## config.mk

```make
export PLATFORM = sky130hd
export DESIGN_NAME = mips_multicycle_ctrl
export DESIGN_NICKNAME = d
export VERILOG_FILES = /design/src/rtl/mips_multicycle_ctrl.sv
export SDC_FILE = /design/constraint.sdc
export NUM_CORES = 1
export LEC_CHECK = 0
export CORE_MARGIN = 10
export CORE_UTILIZATION = 52
export DETAILED_ROUTE_END_ITERATION = 8
export GPL_ROUTABILITY_DRIVEN = 1
export GPL_TIMING_DRIVEN = 0
export HOLD_SLACK_MARGIN = 0.1
export MAX_ROUTING_LAYER = met4
export PLACE_DENSITY = 0.85
export SYNTH_ARGS = -nofsm -noshare
export SYNTH_HDL_FRONTEND = slang
export SYNTH_SLANG_ARGS = --single-unit
export TNS_END_PERCENT = 20
```

## constraint.sdc

```tcl
create_clock -name clk -period 3.4 [get_ports clk]
set_input_delay 0.34 -clock clk [delete_from_list [all_inputs] [get_ports clk]]
set_output_delay 0.34 -clock clk [all_outputs]
set_load 0.05 [all_outputs]
```

## src/rtl/mips_multicycle_ctrl.sv

```systemverilog
// Multi-cycle MIPS control FSM: sequences fetch/decode/execute/memory/writeback,
// flags unsupported opcodes and counts retired instructions.
module mips_multicycle_ctrl #(
    parameter int CNT_W = 32
) (
    input  logic             clk,
    input  logic             rst_n,
    input  logic [5:0]       opcode,
    input  logic             zero,
    input  logic             mem_ready,
    output logic             pc_write,
    output logic             iord,
    output logic             mem_read,
    output logic             mem_write,
    output logic             ir_write,
    output logic             reg_dst,
    output logic             mem_to_reg,
    output logic             reg_write,
    output logic             alu_src_a,
    output logic [1:0]       alu_src_b,
    output logic [1:0]       alu_op,
    output logic [1:0]       pc_src,
    output logic             illegal,
    output logic [3:0]       state,
    output logic [CNT_W-1:0] retired
);

    typedef enum logic [3:0] {
        S_FETCH  = 4'd0,
        S_DECODE = 4'd1,
        S_MEMADR = 4'd2,
        S_MEMRD  = 4'd3,
        S_MEMWB  = 4'd4,
        S_MEMWR  = 4'd5,
        S_EXEC   = 4'd6,
        S_ALUWB  = 4'd7,
        S_BRANCH = 4'd8,
        S_ADDIEX = 4'd9,
        S_ADDIWB = 4'd10,
        S_JUMP   = 4'd11
    } state_t;

    state_t st;
    state_t st_nx;
    logic   retire;
    logic   bad_op;

    logic is_r;
    logic is_j;
    logic is_beq;
    logic is_addi;
    logic is_lw;
    logic is_sw;

    assign is_r    = (opcode == 6'h00);
    assign is_j    = (opcode == 6'h02);
    assign is_beq  = (opcode == 6'h04);
    assign is_addi = (opcode == 6'h08);
    assign is_lw   = (opcode == 6'h23);
    assign is_sw   = (opcode == 6'h2B);

    assign state = st;

    always_ff @(posedge clk or negedge rst_n) begin
        if (!rst_n) begin
            st      <= S_FETCH;
            illegal <= 1'b0;
        end else begin
            st      <= st_nx;
            illegal <= bad_op;
        end
    end

    // Saturating counter: holds at all-ones instead of wrapping.
    always_ff @(posedge clk or negedge rst_n) begin
        if (!rst_n) begin
            retired <= '0;
        end else if (retire && (retired != '1)) begin
            retired <= retired + CNT_W'(1);
        end
    end

    always_comb begin
        st_nx      = st;
        retire     = 1'b0;
        bad_op     = 1'b0;
        pc_write   = 1'b0;
        iord       = 1'b0;
        mem_read   = 1'b0;
        mem_write  = 1'b0;
        ir_write   = 1'b0;
        reg_dst    = 1'b0;
        mem_to_reg = 1'b0;
        reg_write  = 1'b0;
        alu_src_a  = 1'b0;
        alu_src_b  = 2'b00;
        alu_op     = 2'b00;
        pc_src     = 2'b00;
        // Everything stays at 0 while reset is held.
        if (rst_n) begin
            unique case (st)
                S_FETCH: begin
                    mem_read  = 1'b1;
                    alu_src_b = 2'b01;
                    ir_write  = mem_ready;
                    pc_write  = mem_ready;
                    if (mem_ready) st_nx = S_DECODE;
                end
                S_DECODE: begin
                    alu_src_b = 2'b11;
                    unique case (1'b1)
                        is_lw, is_sw: st_nx = S_MEMADR;
                        is_r:         st_nx = S_EXEC;
                        is_beq:       st_nx = S_BRANCH;
                        is_addi:      st_nx = S_ADDIEX;
                        is_j:         st_nx = S_JUMP;
                        default: begin
                            st_nx  = S_FETCH;
                            bad_op = 1'b1;
                        end
                    endcase
                end
                S_MEMADR: begin
                    alu_src_a = 1'b1;
                    alu_src_b = 2'b10;
                    st_nx     = is_sw ? S_MEMWR : S_MEMRD;
                end
                S_MEMRD: begin
                    mem_read = 1'b1;
                    iord     = 1'b1;
                    if (mem_ready) st_nx = S_MEMWB;
                end
                S_MEMWB: begin
                    mem_to_reg = 1'b1;
                    reg_write  = 1'b1;
                    retire     = 1'b1;
                    st_nx      = S_FETCH;
                end
                S_MEMWR: begin
                    mem_write = 1'b1;
                    iord      = 1'b1;
                    retire    = mem_ready;
                    if (mem_ready) st_nx = S_FETCH;
                end
                S_EXEC: begin
                    alu_src_a = 1'b1;
                    alu_op    = 2'b10;
                    st_nx     = S_ALUWB;
                end
                S_ALUWB: begin
                    reg_dst   = 1'b1;
                    reg_write = 1'b1;
                    retire    = 1'b1;
                    st_nx     = S_FETCH;
                end
                S_BRANCH: begin
                    alu_src_a = 1'b1;
                    alu_op    = 2'b01;
                    pc_src    = 2'b01;
                    pc_write  = zero;
                    retire    = 1'b1;
                    st_nx     = S_FETCH;
                end
                S_ADDIEX: begin
                    alu_src_a = 1'b1;
                    alu_src_b = 2'b10;
                    st_nx     = S_ADDIWB;
                end
                S_ADDIWB: begin
                    reg_write = 1'b1;
                    retire    = 1'b1;
                    st_nx     = S_FETCH;
                end
                S_JUMP: begin
                    pc_src   = 2'b10;
                    pc_write = 1'b1;
                    retire   = 1'b1;
                    st_nx    = S_FETCH;
                end
                default: st_nx = S_FETCH;
            endcase
        end
    end

endmodule
```

After elaboration in Yosys (flattened, before gate mapping)
Cells that the tools add are included.
{"block": "totals", "output_inout_bits": 52, "inputBits": 10, "wordCells": 71, "register_bits": 37}
{"block": "op_classes", "eq_ne": 20, "reduce_logical": 12, "addsub": 1, "muxes": 35}
{"op": "adder 32 x 1 -> 32 bit, second input constant", "n": 1}
{"op": "inequality test 32 bit, second input constant", "n": 1}
{"op": "one-hot mux 4 bit (7 select lines)", "n": 1}
{"op": "two-way mux 1 bit", "n": 21}
{"op": "one-hot mux 4 bit (5 select lines)", "n": 1}
{"op": "equality test 4 x 3 -> 1 bit, second input constant", "n": 4}
{"op": "equality test 4 bit, second input constant", "n": 4}
{"op": "equality test 6 bit, second input constant", "n": 2}
{"op": "two-way mux 4 bit", "n": 3}
{"op": "equality test 4 x 2 -> 1 bit, second input constant", "n": 2}
{"op": "one-hot mux 2 bit (2 select lines)", "n": 2}
{"op": "OR reduction 2 bit", "n": 4}
{"op": "equality test 6 x 2 -> 1 bit, second input constant", "n": 1}
{"op": "equality test 6 x 3 -> 1 bit, second input constant", "n": 1}
{"op": "equality test 6 x 4 -> 1 bit, second input constant", "n": 1}
{"op": "zero test 6 bit", "n": 1}
{"op": "two-way mux 2 bit", "n": 3}
{"op": "inequality test 2 bit, second input constant", "n": 3}
{"op": "one-hot mux 2 bit (3 select lines)", "n": 1}
{"op": "OR reduction 6 bit", "n": 1}
{"op": "OR reduction 5 bit", "n": 1}
{"op": "equality test 4 x 1 -> 1 bit, second input constant", "n": 1}
{"op": "zero test 4 bit", "n": 1}
{"op": "AND reduction 4 bit", "n": 1}
{"op": "other kinds (6)", "n": 6}

Logic depth before layout (Yosys ltp)
{"block": "depth", "depth_word": 5, "mapped_depth": 7, "depth_no_buf": 6}

Worst setup path before layout
No wires, ideal clock.
{"block": "synth_path", "path_type": "reg2out", "from": "reg st[3] (netlist: state[3])", "to": "out iord", "slack_ps": 549, "arrival_ps": 2511, "path_stages_with_launch": 4, "required_time_ps": 3060, "n_path_buf": 2, "cell_sequence": "dfrtp_1 > buf_6 > clkbuf_1 > nor4_1"}
{"block": "synth_between", "elab_chain_len": 4, "word_cells_on_any_way": 5, "cone_classes": "eq/ne: 2; mux: 2; reduce/logical: 1"}
{"item": "start, declared", "line_no": "43", "rtl": "state_t st;"}
{"item": "start signal, assigned", "line_no": "69", "rtl": "st <= st_nx;"}
{"item": "equality test 4 x 3 -> 1 bit or equality test 4 x 2 -> 1 bit (tied branches)", "line_no": "101", "rtl": "unique case (st)"}
{"item": "OR reduction 2 bit (no line) *"}
{"item": "two-way mux 1 bit *", "line_no": "101"}
{"item": "two-way mux 1 bit *", "line_no": "100", "rtl": "if (rst_n) begin"}
{"item": "end, declared", "line_no": "12", "rtl": "output logic iord,"}
Every way passes the cells marked *; elsewhere a longest branch is shown, timed or not.

Final worst setup path
{"block": "layout_path", "from": "in rst_n", "to": "out iord"}
{"block": "layout_between", "elab_chain_len": 1}
{"item": "start, declared", "line_no": "7", "rtl": "input logic rst_n,"}
{"item": "two-way mux 1 bit", "line_no": "100"}
No other way between the ends.

==> flow_summary.yaml <==
power:
  p_int_w: 0.0009221
  p_switching_w: 0.0007565
  ir_drop_uv: 427.3
  pwr-share-clk_pct: 18.8
  power_switching_share_pct: 45.07
  seq_power_share_pct: 32.2
  p_per_area_nw_per_um2: 547.6
  power.total_w: 0.001679
  p_comb_share_pct: 49.0
  cellLeakagePower_nw: 1.191
synth:
  syn_area_per_cell_sq_um: 9.038
  synth.area.top_cells: "dfrtp_1 40%, xnor2_1 7.2%, xor2_1 5.3%"
  synth_area_sq_um: 2305
  synth-main-ff-cell: "dfrtp_1"
  syn_nets: 266
  synth_top_area_cell: "dfrtp_1"
  synthArstFlopShare_pct: 100.0
  yosys.area.top_type_share_pct: 40.17
  ys_warn_count: 0
  synth_cells: 255
  ys_ff_latch: 37
  synth-seq-area-share_pct: 40.17
  synth-edff-count: 0
  netlist-cell-type-count: 48
drt:
  wl_met1_microns: 2476
  wl_per_cell_microns: 15.88
  drc: 0
  wl_met3_microns: 482
  drt-vias-per-instance: 5.717
  routed.top_layer: "met4"
  ant_nets: 0
  drt_iter0_drc: 97
  wirelength_microns: 5955
  route.met2.wl_microns: 2912
  dr_total_vias: 2144
  drtPass1Iterations: 4
timing:
  worst_pin_slew_ns: 0.8390
  clock.fmax_mhz: 337.5
  period_share_pct: 87.15
  finClkSkew_ns: 0.008700
  slew_viol_final: 0
  grt_setup_unrepaired: "false"
  hold_viol_final: 0
  slew_headroom_pct: 44.06
  finalSetupViolCount: 0
  finalCriticalPeriod_ns: 2.963
clock_tree:
  tritoncts: "built"
  cts_root_buf: "clkbuf_8"
  postCtsSetupRepairBufs: 0
  hold_buffers: 0
  clk_pin_slew_ns: 0.07
  h-tree-depth: 2
  cts.path.max_buffers: 2
  cts_resized: 0
  numClockSinks: 37
  numCtsBuffers: 5
  clk_latency_ns: 0.29
global_routing:
  grt_pass1_vias: 2061
  grt_pass1_wl_microns: 10050
  overflow: 0
  grt_max_degree: 39
  grt.total_usage_pct: 16.75
  antenna_found_initial: 0
critical_path:
  worstSetupStartpointType: "input pin"
  required_ns: 3.06
  critPathKind: "in -> out"
  critPathLaunch: "rst_n"
  worstPathMaxFanout: 38
  r2r-start: "retired[0]$_DFFE_PN0P_"
  worstPathArrival_ns: 2.62
  crit_path_end_kind: "output pin"
finish:
  fillers: 356
  nets: 334
  antennaDiodeCount: 0
  design_area_sq_um: 3065
  drive_gt1_share_pct: 9.598
  area_delta_synth_final_pct: 33.01
placed_design:
  gp_congestion: 0.8724
  placed_cell_area_sq_um: 2975
  hpwlAfterDp_microns: 4569
  io_buffers: 61
floorplan:
  start_util_pct: 53.30
  chipHeight_microns: 86.58
  core_area_sq_um: 4324
  dieWidth_microns: 86.58
  ioPinCount: 62
  die-area_sq_um: 7495
  num_rows: 24
status:
  outcome: "finished, final reports clean"
run:
  drv_cap: 0
worst_hold_path:
  hold_path_class: "in -> async"
## kinds of logic after synthesis
logic type / Yosys count / synth area share [%]
mux: 1 / 0.4886
simple gates: 136 / 33.82
xor+xnor: 34 / 13.25
flops: 37 / 40.17
buf+inv: 17 / 4.017
compound gates: 29 / 7.709
fa+ha+maj: 1 / 0.5428
## critical path, stage by stage
cell and delay (ns):
buf_2 0.64, buf_2 0.35, inv_1 0.17, nor4_1 0.26, clkdlybuf4s50_1 0.85
## power by group through the flow
stage	clock network, W	registers, W	logic, W
final	0.000315	0.000540	0.000823
after CTS	0.000321	0.000540	0.000825
after global routing	0.000339	0.000549	0.000885
after floorplan	0	0.000694	0.000416
after detailed placement	0	0.000547	0.000822
after global placement	0	0.000546	0.000813
## metal layers
| metal | vias to the layer above | GRT usage (%) |
|---|---|---|
| met3 | 6 | 5.347 |
| met1 | 1017 | 19.67 |
| li1 | 1053 | - |
| met5 | - | - |
| met2 | 68 | 26.38 |
| met4 | 0 | 5.891 |
## cell usage after synthesis (2+ instances only)
cell,instances
buf_2,5
nor2b_1,3
inv_1,6
nor3_2,5
nor2_1,26
nand4b_1,2
nand4_1,11
buf_6,3
or3_1,3
xor2_1,14
and3_1,6
a31oi_1,3
o21a_1,2
nand2_1,19
nor4b_1,3
dfrtp_1,37
nor4_2,2
nor3_1,11
nand2b_1,5
xnor2_1,19
o21ai_0,8
clkbuf_1,2
nor4_1,7
a21oi_1,8
and4_1,2
nand3_1,21
## path summary, 6_finish.rpt
check / slack, ns / endpoint / depth (start not counted)
min: 0.15 / retired[1]$_DFFE_PN0P_ / 1
max in group asynchronous: 2.72 / retired[26]$_DFFE_PN0P_ / 1
max: 0.44 / iord / 5
max reg2reg: 1.32 / retired[28]$_DFFE_PN0P_ / 6
min reg2reg: 0.50 / retired[8]$_DFFE_PN0P_ / 1
min in group clk: 0.50 / retired[8]$_DFFE_PN0P_ / 1
## metrics by stage
stage               hold WS (ns)  setup WS (ns)  TNS [ns]  utilization, %  std cells
finish                    0.1530         0.4370         0           70.89        375
global route              0.2276         0.1971         0           70.89        375
CTS                       0.1793         0.3822         0           70.89        375
detailed placement        0.4913         0.3835         0           68.81        368
global placement          0.4815        -0.6977    -13.10           68.92        368
floorplan                0.04441         0.5488         0               -        255
## sequential cells by signal (all words and copies together) (netlist names)
register,flops
state,4
illegal,1
retired,32
## layout by cell type (no fill, tap or decap), drive strengths merged, types with 2 or more instances in the layout
master         netlist  final
or3                  3      3
xor2                14     14
nand3               21     21
nor4                 9      9
nand4b               2      2
nand4               11     11
clkbuf               2      8
inv                  6      6
and3                 7      7
xnor2               20     20
nor2b                3      3
a31oi                3      3
a21oi                9      9
and4                 3      3
nand2b               5      5
nor3                16     16
dfrtp               37     37
o21a                 2      2
nor4b                4      4
nor2                26     26
nand2               19     19
o21ai                9      9
buf                  9     10
clkdlybuf4s50        0     60
## final cells by class
class,count,area (sq um),area share (%)
Inverter,6,22.52,0.7347
Tap cell,52,65.06,2.122
Sequential cell,37,925.9,30.20
Multi-Input combinational cell,201,1286,41.96
Clock buffer,6,82.58,2.694
Timing Repair Buffer,61,605.6,19.76
Buffer,11,70.07,2.286
Clock inverter,1,7.507,0.2449
(Power assumes the default switching activity.)
==> RTL change 1, RTL diff (same settings) <==
The parameter `CNT_W` goes from 32 to 16.
--- a/src/rtl/mips_multicycle_ctrl.sv
+++ b/src/rtl/mips_multicycle_ctrl.sv
@@ -1,7 +1,7 @@
 // Multi-cycle MIPS control FSM: sequences fetch/decode/execute/memory/writeback,
 // flags unsupported opcodes and counts retired instructions.
 module mips_multicycle_ctrl #(
-    parameter int CNT_W = 32
+    parameter int CNT_W = 16
 ) (
     input  logic             clk,
     input  logic             rst_n,
Interface: changed (resized retired); port bits go from 62 to 46. The function was not compared with the original's and may differ.
==> RTL change 1 against the original RTL <==
  * Total power is 35% lower
  * Area after synthesis is 37% lower
  * Routed wire length is 37% lower
  * Worst setup slack worse by 0.12 ns
  * Sequential cell count is 16 lower
  * Core utilization is 1.5 points higher
  * Global-route usage is 2.4 points lower
  * Largest cell class unchanged
  * Final area is 36% lower
==> RTL change 1: results (changes against the original RTL) <==
- Via Count: 1402 (-35%)
- Worst stage delay on the critical path: 0.87 ns (+0.02 ns)
- Commonest cells in the netlist: 21 x dfrtp_1, 15 x xnor2_1, 12 x nor2_1
- Max VDD drop: 531 uV (+24%)
- Max reg flops: 16 (-50%)
- Yosys warns: 0 (unchanged)
- CP max stage cell: clkdlybuf4s50_1
- Largest register by flop count: retired
- Worst EP arrival: 2.75 ns (+0.13 ns)
- H-tree depth: 1 (-1)
- Most area-consuming cells after synthesis: dfrtp_1 36%, xnor2_1 9.1%, nor3_1 3.8%
- Layout cell share with drive strength beyond 1: 8.96% (-0.64 points)
- TritonRoute pass-1 iters: 4 (unchanged)
- Clk_skew: 0.00273 ns (-0.00597 ns)
- Dpl hpwl: 2.95 mm (-35%)
- Syn Nets: 174 (-35%)
- First-pass GRT wire length: 6.19 mm (-38%)
- Wire per inst: 15.4 um (-2.9%)
- Final nets: 224 (-33%)
- Critical Path Fanout Max: 24 (-37%)
- Asr flop ratio synth: 100% (unchanged)
- Filler Cell Count: 229 (-36%)
- Vias in the first global route: 1306 (-37%)
- Sequential area share after synthesis: 36.4% (-3.8 points)
- Worst-path clk slew: 0.11 ns (+0.04 ns)
- Iteration-0 DRC Markers: 94 (-3.1%)
- Leakage: 0.789 nW (-34%)
- GPL Wtd Cong: 0.880 (+0.84%)
- Synth unique cells: 48 (unchanged)
- Antenna violations before repair: 0 (unchanged)
- Inserted Clock Buffers: 3 (-2)
- Cell Count Post-Placement: 239 (-35%)
- Hold Path Class: in -> async
- Synthesized area per cell: 8.87 um2 (-1.9%)
- Critical R2R Capture: retired[9]
- Clk root buf: clkbuf_4
- Worst slew margin: 60.1% (+16 points)
- Total track usage: 14.3% (-2.4 points)
- Largest net degree at the start of global routing: 25 (-36%)
- R2R Setup Slk: 1.46 ns (+0.14 ns)
- Status: completed
- Final wirelength: 3.75 mm (-37%)
- Max clock buf depth: 2 (unchanged)
- Port Buffers: 45 (-26%)
-- RTL change 1: worst max-delay path by stage --
stage,startpoint,end,slack (ns),depth (start not counted)
after floorplan,state[2],ir_write,0.35,3
after global placement,rst_n,mem_read,-0.27,5
after detailed placement,rst_n,mem_read,-0.32,5
after CTS,rst_n,mem_read,0.31,5
after global routing,rst_n,ir_write,0.06,5
final,rst_n,mem_read,0.31,5
-- RTL change 1: metal layers --
metal  part of all wire [%]  global-route usage [%]
met1                     42                    16.8
met2                     50                    23.5
met3                    6.4                    2.72
met4                    1.5                    5.49
met5                      0                       -
-- RTL change 1: cell type report --
type                    count  share of cell area, %
plain buffers               8                   2.36
clock buffers               4                   1.34
inverters                   4                  0.765
multi-input cells         130                   43.8
flip-flops and latches     21                   26.8
repair buffers             45                   23.0
well taps                  31                   1.98
-- RTL change 1: cell families after synthesis --
| family | count (synthesis) | share of synthesized area (%) |
|---|---|---|
| AOI/OAI and AO/OA | 32 | 14.8 |
| xor gates and xnor gates | 17 | 10.3 |
| adders and majority gates | 1 | 0.866 |
| buffers and inverters | 12 | 4.24 |
| DFF | 21 | 36.4 |
| muxes | 2 | 1.82 |
| and+or+nand+nor | 78 | 31.6 |
-- RTL change 1: timing repair --
action,in CTS,in global routing
endpoints found under the setup margin,13,0
hold endpoints to repair,0,0
gates resized for setup,3,0
-- RTL change 1: worst reg2reg max path: stages (launching register included) --
cell and delay [ns]:
dfrtp_1 0.44, ha_1 0.30, and4_1 0.23, and4_1 0.22, nor2b_1 0.33, nand4_1 0.16, xnor2_1 0.16
-- RTL change 1: report_power, final --
group | total, mW | internal, mW | switching (mW)
combinational | 0.658 | 0.231 | 0.427
clock | 0.118 | 0.0456 | 0.0720
sequential | 0.308 | 0.281 | 0.0271
total | 1.08 | 0.558 | 0.526
-- RTL change 1: through the flow --
stage               TNS [ns]  hold WS, ns  worst slack, ns  power, mW  cell area (um2)
global placement       -1.06        0.479           -0.266      0.965             1930
finish                     0        0.121            0.314       1.08             1960
floorplan                  0       0.0444            0.353      0.780             1450
detailed placement     -1.43        0.494           -0.315      0.975             1930
global route               0        0.152           0.0585       1.15             1960
CTS                        0        0.132            0.313       1.10             1960
==> RTL change 2, RTL diff (same flow settings) <==
Without the edit above. Make the reset (`rst_n`) synchronous in 2 clocked blocks.
--- a/src/rtl/mips_multicycle_ctrl.sv
+++ b/src/rtl/mips_multicycle_ctrl.sv
@@ -61,7 +61,7 @@
 
     assign state = st;
 
-    always_ff @(posedge clk or negedge rst_n) begin
+    always_ff @(posedge clk) begin
         if (!rst_n) begin
             st      <= S_FETCH;
             illegal <= 1'b0;
@@ -72,7 +72,7 @@
     end
 
     // Saturating counter: holds at all-ones instead of wrapping.
-    always_ff @(posedge clk or negedge rst_n) begin
+    always_ff @(posedge clk) begin
         if (!rst_n) begin
             retired <= '0;
         end else if (retire && (retired != '1)) begin
Behaviour: differs if rst_n is asserted again (counterexample within 4 cycles, from zero or initial values and one cycle with rst_n low); with rst_n held inactive, the same outputs for 10 cycles.
==> RTL change 2 against the original RTL <==
  * Area after synthesis is 1.3% lower
  * Sequential cell count stayed put
  * Worst setup slack worse by 0.26 ns
  * Final area is 0.45% lower
  * Via count is 20% higher
  * Largest cell class unchanged
  * Critical path depth is 1 higher
  * Routed wire length is 22% higher
  * Global-route usage is 3.2 points higher
  * Fmax is 8.0% lower
Power is not compared: it rests on default switching activity, and its combinational part moved more than twofold at a synthesized area within 25%.
==> RTL change 2: results (changes against the original RTL) <==
- Largest net degree at the start of global routing: 12 (-69%)
- Post-synthesis compound-gate area fraction: 18.5% (+11 points)
- Adder-cell area share of the yosys netlist: 0.550% (+0.0072 points)
- Latest clock arrival within the worst-skew pair: 0.30 ns
- Synth Area in XOR/XNOR: 0.770% (-12 points)
- # diodes: 0 (unchanged)
- Inserted Clock Buffers: 5 (unchanged)
- Total track usage: 19.9% (+3.2 points)
- Wl on met1: 3.01 mm (+22%)
- WL met2: 3.55 mm (+22%)
- Worst reg2reg path depth: 7 (+1)
- Cell Count Post-Placement: 401 (+9.0%)
- Status: completed
- Final Power: 903 uW
- Worst slew margin: 29.8% (-14 points)
- CP max stage cell: clkdlybuf4s50_1
- R2R Setup Slk: 0.66 ns (-0.66 ns)
- Yosys warns: 0 (unchanged)
- Filler Cell Count: 359 (+0.84%)
- GPL Wtd Cong: 0.910 (+4.3%)
- Met3 wire length: 510 um (+5.8%)
- Hold Path Class: reg -> reg
- Syn Nets: 301 (+13%)
- Delay-heaviest family, CP: buffers and inverters
- Dpl hpwl: 5.46 mm (+19%)
- Sequential area share after synthesis: 32.6% (-7.6 points)
- H-tree depth: 2 (unchanged)
- Layout cell share with drive strength beyond 1: 6.15% (-3.5 points)
- Vias in the first global route: 2537 (+23%)
- Clock Power Share: a little over two fifths
- Fin Hold WS: 0.503 ns (+0.351 ns)
- Iteration-0 DRC Markers: 183 (+89%)
- Worst R2R Start: retired[18]
- Wire per inst: 17.8 um (+12%)
- Comb group: ~90 uW
- Placed cell area: 2950 um2 (-0.92%)
- Synthesized area per cell: 7.84 um2 (-13%)
- Critical R2R Capture: retired[15]
- Largest register by flop count: retired
- Met1 usage: 23.1% (+3.4 points)
- Most area-consuming cells after synthesis: dfxtp_1 33%, nand2_1 5.9%, o31ai_1 5.6%
- Dpl ws: 0.208 ns (-0.175 ns)
- Met3 usage: 3.88% (-1.5 points)
- Worst EP arrival: 2.88 ns (+0.26 ns)
- Clk_skew: 0.00650 ns (-0.00219 ns)
- Final nets: 369 (+10%)
- Vias per Instance: 6.32 (+10%)
- Asr flop ratio synth: 0% (-100 points)
- Final wirelength: 7.27 mm (+22%)
- Critical Path Fanout Max: 10 (-74%)
- First-pass GRT wire length: 12.0 mm (+19%)
- Met2 Track Usage GR: 32.7% (+6.3 points)
- Commonest cells in the netlist: 37 x dfxtp_1, 36 x nand2_1, 23 x a21oi_1
- Sw Pwr: 223 uW
- Mux cell area share after synthesis: 5.28% (+4.8 points)
==> RTL change 2: how the worst max path moves through the flow <==
| stage | endpoint | depth (start not counted) | start | slack [ns] |
|---|---|---|---|---|
| finish | mem_to_reg | 6 | rst_n | 0.18 |
| global route | alu_op[0] | 6 | rst_n | 0.005 |
| CTS | mem_to_reg | 6 | rst_n | 0.21 |
| detailed placement | mem_to_reg | 6 | rst_n | 0.21 |
| global placement | mem_to_reg | 6 | rst_n | 0.21 |
| floorplan | alu_op[0] | 4 | state[3] | 0.75 |
==> RTL change 2: final cells by class <==
| class | count | area share, % |
|---|---|---|
| Multi-Input combinational cell | 228 | 46.0 |
| Sequential cell | 37 | 24.3 |
| Timing Repair Buffer | 61 | 20.0 |
| Buffer | 18 | 3.40 |
| Clock buffer | 5 | 2.26 |
| Tap cell | 50 | 2.05 |
| Clock inverter | 2 | 1.15 |
| Inverter | 7 | 0.861 |
